==> src/rtl/otter_pkg.sv <==
// Shared OTTER definitions: NOP encoding and the fetch-buffer entry layout.
package otter_pkg;

   localparam logic [31:0] OTTER_NOP = 32'h0000_0013;

   typedef struct packed {
      logic [31:0] ir;
      logic [31:0] pc;
   } fetch_entry_t;

endpackage

==> src/rtl/otter_fetch_fifo.sv <==
// Synchronous FIFO of fetch entries; reset and flush clear pointers only, storage is never reset.
module otter_fetch_fifo
   import otter_pkg::*;
#(
   parameter int DEPTH = 2
) (
   input  logic                     clk,
   input  logic                     reset,
   input  logic                     push,
   input  logic                     pop,
   input  logic                     flush,
   input  fetch_entry_t             din,
   output fetch_entry_t             head,
   output logic [$clog2(DEPTH):0]   count
);

   localparam int PW = $clog2(DEPTH);

   fetch_entry_t   mem_q [DEPTH];
   logic [PW-1:0]  wr_ptr_q, wr_ptr_d;
   logic [PW-1:0]  rd_ptr_q, rd_ptr_d;
   logic [PW:0]    count_q, count_d;

   always_comb begin
      wr_ptr_d = wr_ptr_q;
      rd_ptr_d = rd_ptr_q;
      count_d  = count_q;
      if (flush) begin
         wr_ptr_d = '0;
         rd_ptr_d = '0;
         count_d  = '0;
      end else begin
         if (push) wr_ptr_d = wr_ptr_q + PW'(1);
         if (pop)  rd_ptr_d = rd_ptr_q + PW'(1);
         case ({push, pop})
            2'b10:   count_d = count_q + (PW+1)'(1);
            2'b01:   count_d = count_q - (PW+1)'(1);
            default: count_d = count_q;
         endcase
      end
   end

   always_ff @(posedge clk) begin
      if (reset) begin
         wr_ptr_q <= '0;
         rd_ptr_q <= '0;
         count_q  <= '0;
      end else begin
         wr_ptr_q <= wr_ptr_d;
         rd_ptr_q <= rd_ptr_d;
         count_q  <= count_d;
      end
   end

   always_ff @(posedge clk) begin
      if (push && !flush) mem_q[wr_ptr_q] <= din;
   end

   assign head  = mem_q[rd_ptr_q];
   assign count = count_q;

endmodule

==> src/rtl/otter_fetch_unit.sv <==
// OTTER instruction-fetch stage: PC, imem port-1 reads, {IR,PC} buffer, valid/ready to decode.
// Optional same-cycle response bypass to decode: define OTTER_FETCH_BYPASS_EN.
module otter_fetch_unit
   import otter_pkg::*;
#(
   parameter int          DEPTH    = 2,
   parameter logic [31:0] RESET_PC = 32'h0000_0000
) (
   input  logic        CLK,
   input  logic        RESET,
   output logic        IMEM_RDEN,
   output logic [13:0] IMEM_ADDR,
   input  logic [31:0] IMEM_DOUT,
   input  logic        REDIRECT_VALID,
   input  logic [31:0] REDIRECT_PC,
   output logic        DE_VALID,
   input  logic        DE_READY,
   output logic [31:0] DE_IR,
   output logic [31:0] DE_PC
);

   localparam int CW = $clog2(DEPTH) + 1;

   logic [31:0]   pc_q, pc_d;
   logic [31:0]   inflight_pc_q, inflight_pc_d;
   logic          inflight_q, inflight_d;
   logic [31:0]   issue_addr;
   logic          issue, resp, pop, push, fifo_pop, byp;
   logic [CW:0]   occ;
   logic [CW-1:0] fifo_count;
   fetch_entry_t  fifo_head, resp_entry;
   logic          unused_redirect_lsb;

   assign unused_redirect_lsb = ^REDIRECT_PC[1:0];

   // A redirect kills the returning word; the read it belonged to is on the wrong path.
   assign resp       = inflight_q & ~REDIRECT_VALID & ~RESET;
   assign resp_entry = '{ir: IMEM_DOUT, pc: inflight_pc_q};

`ifdef OTTER_FETCH_BYPASS_EN
   assign byp = resp & (fifo_count == '0);
`else
   assign byp = 1'b0;
`endif

   assign DE_VALID = ~RESET & ~REDIRECT_VALID & ((fifo_count != '0) | byp);
   assign pop      = DE_VALID & DE_READY;
   assign push     = resp & ~(byp & DE_READY);
   assign fifo_pop = pop & ~byp;

   always_comb begin
      DE_IR = OTTER_NOP;
      DE_PC = '0;
      if (DE_VALID) begin
         DE_IR = byp ? resp_entry.ir : fifo_head.ir;
         DE_PC = byp ? resp_entry.pc : fifo_head.pc;
      end
   end

   // Slots committed after this cycle: buffered + in flight - leaving now.
   assign occ = {1'b0, fifo_count} + {{CW{1'b0}}, inflight_q} - {{CW{1'b0}}, pop};

   assign issue      = ~RESET & (REDIRECT_VALID | (occ < (CW+1)'(DEPTH)));
   assign issue_addr = REDIRECT_VALID ? {REDIRECT_PC[31:2], 2'b00} : pc_q;
   assign IMEM_RDEN  = issue;
   assign IMEM_ADDR  = issue_addr[15:2];

   always_comb begin
      pc_d          = pc_q;
      inflight_pc_d = inflight_pc_q;
      inflight_d    = issue;
      if (issue) begin
         pc_d          = issue_addr + 32'd4;
         inflight_pc_d = issue_addr;
      end
   end

   always_ff @(posedge CLK) begin
      if (RESET) begin
         pc_q          <= RESET_PC;
         inflight_q    <= 1'b0;
         inflight_pc_q <= '0;
      end else begin
         pc_q          <= pc_d;
         inflight_q    <= inflight_d;
         inflight_pc_q <= inflight_pc_d;
      end
   end

   otter_fetch_fifo #(.DEPTH(DEPTH)) u_fifo (
      .clk   (CLK),
      .reset (RESET),
      .push  (push),
      .pop   (fifo_pop),
      .flush (REDIRECT_VALID),
      .din   (resp_entry),
      .head  (fifo_head),
      .count (fifo_count)
   );

endmodule

==> config.mk <==
export PLATFORM = sky130hd
export DESIGN_NAME = otter_fetch_unit
export DESIGN_NICKNAME = d
export VERILOG_FILES = /design/src/rtl/otter_pkg.sv /design/src/rtl/otter_fetch_fifo.sv /design/src/rtl/otter_fetch_unit.sv
export SDC_FILE = /design/constraint.sdc
export NUM_CORES = 1
export LEC_CHECK = 0
export ABC_AREA = 1
export CORE_UTILIZATION = 45
export CTS_CLUSTER_DIAMETER = 150
export DETAILED_ROUTE_END_ITERATION = 16
export GPL_TIMING_DRIVEN = 0
export PLACE_DENSITY = 0.66
export SYNTH_ARGS = -nofsm -noshare
export SYNTH_HDL_FRONTEND = slang
export SYNTH_HIERARCHICAL = 1
export SYNTH_SLANG_ARGS = --single-unit
==> constraint.sdc <==
create_clock -name CLK -period 18.5 [get_ports CLK]
set_clock_uncertainty 0.15 [all_clocks]
set_input_delay 3.7 -clock CLK [delete_from_list [all_inputs] [get_ports CLK]]
set_output_delay 3.7 -clock CLK [all_outputs]
set_load 0.005 [all_outputs]
==> results of run 1 <==
cell usage after synthesis (2+ instances only):
master / n / area share (%)
edfxtp_1: 128 / 42
nor2_2: 5 / 0.34
clkinv_1: 2 / 0.081
ha_1: 3 / 0.41
or2_2: 5 / 0.34
mux2_4: 60 / 9.8
buf_12: 6 / 1.3
mux2_2: 4 / 0.49
nand4_1: 5 / 0.34
nand3_1: 39 / 2.1
o21ai_0: 39 / 2.1
a21oi_1: 11 / 0.60
buf_2: 6 / 0.33
clkbuf_1: 12 / 0.49
nand2_4: 2 / 0.24
nor2_4: 8 / 0.98
o22ai_1: 3 / 0.20
xnor2_1: 2 / 0.19
a22o_1: 2 / 0.19
inv_2: 3 / 0.12
o21ai_2: 6 / 0.57
o21ai_1: 2 / 0.11
nand2_2: 17 / 1.2
o21bai_1: 3 / 0.24
buf_4: 15 / 1.2
dfxtp_1: 66 / 14
inv_1: 117 / 4.8
nor2_1: 117 / 4.8
nor3_1: 9 / 0.49
buf_6: 7 / 0.85
nand2_1: 191 / 7.8
layout by cell type (no fill, tap or decap), types with 2 or more instances in the layout:
master,n
o21ai_1,2
o22ai_1,3
inv_8,6
o21bai_1,3
clkbuf_1,12
clkinv_8,2
buf_2,6
clkinv_4,3
nand2_4,2
o21ai_2,6
inv_2,3
nor2_1,117
a21oi_1,11
nor2_4,8
a22o_1,2
inv_1,117
edfxtp_1,128
clkdlybuf4s50_1,145
mux2_2,4
inv_6,2
buf_4,16
clkbuf_16,17
ha_1,3
or2_2,5
buf_6,16
xnor2_1,2
clkinv_1,2
o21ai_0,39
dfxtp_1,66
buf_8,2
buf_12,6
nand3_1,39
nand4_1,5
nand2_1,191
conb_1,4
nor2_2,5
nor3_1,7
nor3_2,2
mux2_4,60
nand2_2,17
worst max path at each step:
stage,cells after the start,to
floorplan,16,IMEM_RDEN
global placement,18,IMEM_RDEN
detailed placement,18,IMEM_RDEN
CTS,18,IMEM_RDEN
global route,18,IMEM_RDEN
finish,18,IMEM_RDEN
where the power goes:
part	leakage [nW]	switching, W	internal [W]	total (W)
Sequential	1.71	0.00000645	0.000474	0.000480
Clock	0.295	0.000177	0.000195	0.000372
Combinational	2.82	0.0000406	0.0000376	0.0000782
flip-flops by register name, indices dropped and copies added (netlist names), named ones only:
signal / cells
u_fifo/wr_ptr_q: 1
pc_q: 30
inflight_q: 1
u_fifo/count: 2
inflight_pc_q: 30
u_fifo/rd_ptr_q: 1
u_fifo/mem_q: 128
metal layers:
layer,vias up,share of wire (%)
met1,2938,47
met2,201,46
met4,0,2.4
met5,-,0
met3,35,4.3
li1,3300,-
through the flow:
stage	hold WS, ns	area (sq um)
global placement	0.285	11000
floorplan	0.270	9240
CTS	0.306	11800
finish	0.306	11800
global route	0.318	11800
detailed placement	0.287	11200
worst reg2reg max path: cells and delay by family, from the launching register on:
family | cells | cell delay [ns]
fa+ha+maj | 2 | 0.75
compound gates | 2 | 0.53
flops | 1 | 0.36
simple gates | 6 | 0.95
buf+inv | 6 | 1.52
kinds of logic after synthesis:
kind of cell               count (synthesis)
AOI/OAI and AO/OA                         72
adders and majority gates                  4
DFF                                      194
muxes                                     64
other                                      1
and+or+nand+nor                          403
buffers and inverters                    169
xor gates and xnor gates                   3
final cells by class:
cell class	instances	area, sq um
sequential	194	5160
multi-input combinational	550	3240
fill	1766	8380
clock buffer	17	425
buffer	47	390
inverter	122	458
timing repair buffer	157	1590
tap	270	338
clock inverter	15	181
==> flow_metrics.py, run 1 <==
metrics = {
    "setup_path": {
        "critPathLaunchType": "primary input",
        "critPathLaunch": "REDIRECT_VALID",
        "critPathMaxStageDelay_ns": 0.79,
        "reg2reg_to": "inflight_pc_q[26]",
        "path_delay_family": "buffers and inverters",
        "r2r_setup_slack_ns": 14.12,
        "critPathMaxFanout": 10,
        "cpMostUsedCell": "nor2_1",
        "critPathSlowestCell": "clkdlybuf4s50_1",
        "cp_num_buf_inv": 9,
        "worstSetupEndpointType": "primary output",
        "path_cells": "clkdlybuf4s50_1 > buf_6 > buf_6 > nor2_1 > o21ai_0 > clkbuf_1 > buf_2 > nor2_1 > ha_1 > nor2_1 > fa_1 > inv_1 > nand3_1 > nand2_2 > nand2_2 > clkinv_1 > clkbuf_1 > clkdlybuf4s50_1",
        "cp.arrival_ns": 8.90,
        "r2r_start": "u_fifo/count[0]",
        "critPathKind": "primary input to primary output",
        "worstPathRequired_ns": 14.65,
        "rr_worst_depth": 16,
    },
    "placed_design": {
        "dp_slack_ns": 5.75,
        "portBuffers": 145,
        "place_inst": 1340,
        "dp.final_hpwl_mm": 15.4,
        "gp_congestion": 0.920,
    },
    "synthesis": {
        "synth_xor_area_share_pct": 0.285,
        "synth_area_sq_mm": 0.00923,
        "synth-edff-count": 128,
        "synth_seq_cells": 194,
        "syn_inst": 910,
        "synth_area_per_cell_sq_um": 10.1,
        "yosysSeqAreaShare_pct": 56.0,
        "ys_types": 46,
        "synth_top_family_by_area": "simple AND/OR/NAND/NOR gates",
        "synthMuxAreaShare_pct": 10.2,
        "synthSimpleGateAreaFrac_pct": 19.1,
        "yosys_most_used_dff": "edfxtp_1",
        "yosysWarningCount": 6,
        "synthAdderAreaFrac_pct": 0.624,
        "synthArstFlopShare_pct": 0,
        "synth-compound-area-share_pct": 4.60,
    },
    "route": {
        "routed_wl_mm": 20.6,
        "vias": 6474,
        "drc": 0,
        "final_antenna_net_count": 0,
        "drt_iter0_drc": 403,
        "wl_per_cell_um": 15.0,
        "avgViaCountPerCell": 4.72,
        "drtPass1Iterations": 5,
    },
    "floorplanning": {
        "io_pins": 148,
        "die-height_um": 145,
        "placeableCoreArea_sq_mm": 0.0202,
        "initial_core_util_pct": 45.8,
        "dieArea_sq_mm": 0.0211,
        "die_x_um": 145,
        "rows": 52,
    },
    "clock_network": {
        "cts_max_level": 4,
        "cts_setup_buffers": 0,
        "cts_tree": "done",
        "root_buffer": "clkbuf_16",
        "clkLatencyLatePin_ns": 0.43,
        "cts.sink_count": 194,
        "clockBufferDepth": 2,
        "path_clk_slew_ns": 0.07,
        "postCtsHoldBufs": 0,
        "cts_resized": 0,
        "cts_buffers": 17,
    },
    "power_and_ir_drop": {
        "total_power_w": 0.000931,
        "ir_drop_uv": 72.2,
        "power_density_mw_per_mm2": 79.0,
        "power_leakage_nw": 4.83,
    },
    "run": {
        "maxCapViolCount": 0,
    },
    "timing": {
        "fin_crit_sh_pct": 68.9,
        "fin_crit_ns": 12.75,
        "worstMarginPinSlew_ns": 0.904,
        "fmax_ghz": 0.0784,
        "rsz0062_at_grt": "false",
        "timing.final.ws_setup_ns": 5.75,
        "timing.setup.tns_ns": 0,
        "slew_violations": 0,
        "max-slew-margin-rel_pct": 39.4,
        "setup_viol": 0,
        "hold_violations": 0,
    },
    "final_layout": {
        "final_cells": 1372,
        "nets": 1161,
        "synthToLayoutAreaGrowth_pct": 27.7,
        "post-route-util_pct": 58.4,
        "drive_gt1_share_pct": 17.5,
        "insertedDiodeCount": 0,
    },
    "min_path": {
        "holdCritStartpoint": "pc_q[11]",
        "min_delay_path_depth": 2,
        "hold_class": "register to register",
        "min_to": "pc_q[11]",
    },
    "global_route": {
        "overflow": 0,
        "grt_use_met3_pct": 3.21,
        "grt_max_degree": 21,
        "grt_pass1_vias": 6336,
        "antenna_found_initial": 0,
        "gr-usage-met1_pct": 27.3,
        "grtUsageTotal_pct": 20.2,
        "grt_pass1_wl_mm": 32.9,
        "grt_util_met2_pct": 32.5,
        "top_usage_layer": "met2",
    },
    "outcome": {
        "status": "finished, final reports clean",
    },
}
Note: power is estimated with default switching activity, not from simulation.
==> inputs of run 2 (changes only) <==
==> constraint.sdc (replaced) <==
create_clock -name CLK -period 11.75 [get_ports CLK]
set_clock_uncertainty 0.15 [all_clocks]
set_input_delay 2.35 -clock CLK [delete_from_list [all_inputs] [get_ports CLK]]
set_output_delay 2.35 -clock CLK [all_outputs]
set_load 0.005 [all_outputs]
==> results of run 2 <==
The final DEF is identical to that of run 1. Status: finished, final reports clean.
Among the figures that moved: setup slack after placement 5.75 ns -> 1.70 ns; setup slack after layout 5.75 ns -> 1.70 ns; register-to-register setup slack 14.12 ns -> 7.37 ns; total power 0.000931 W -> 0.00147 W; worst IR drop on VDD 72.2 uV -> 114 uV
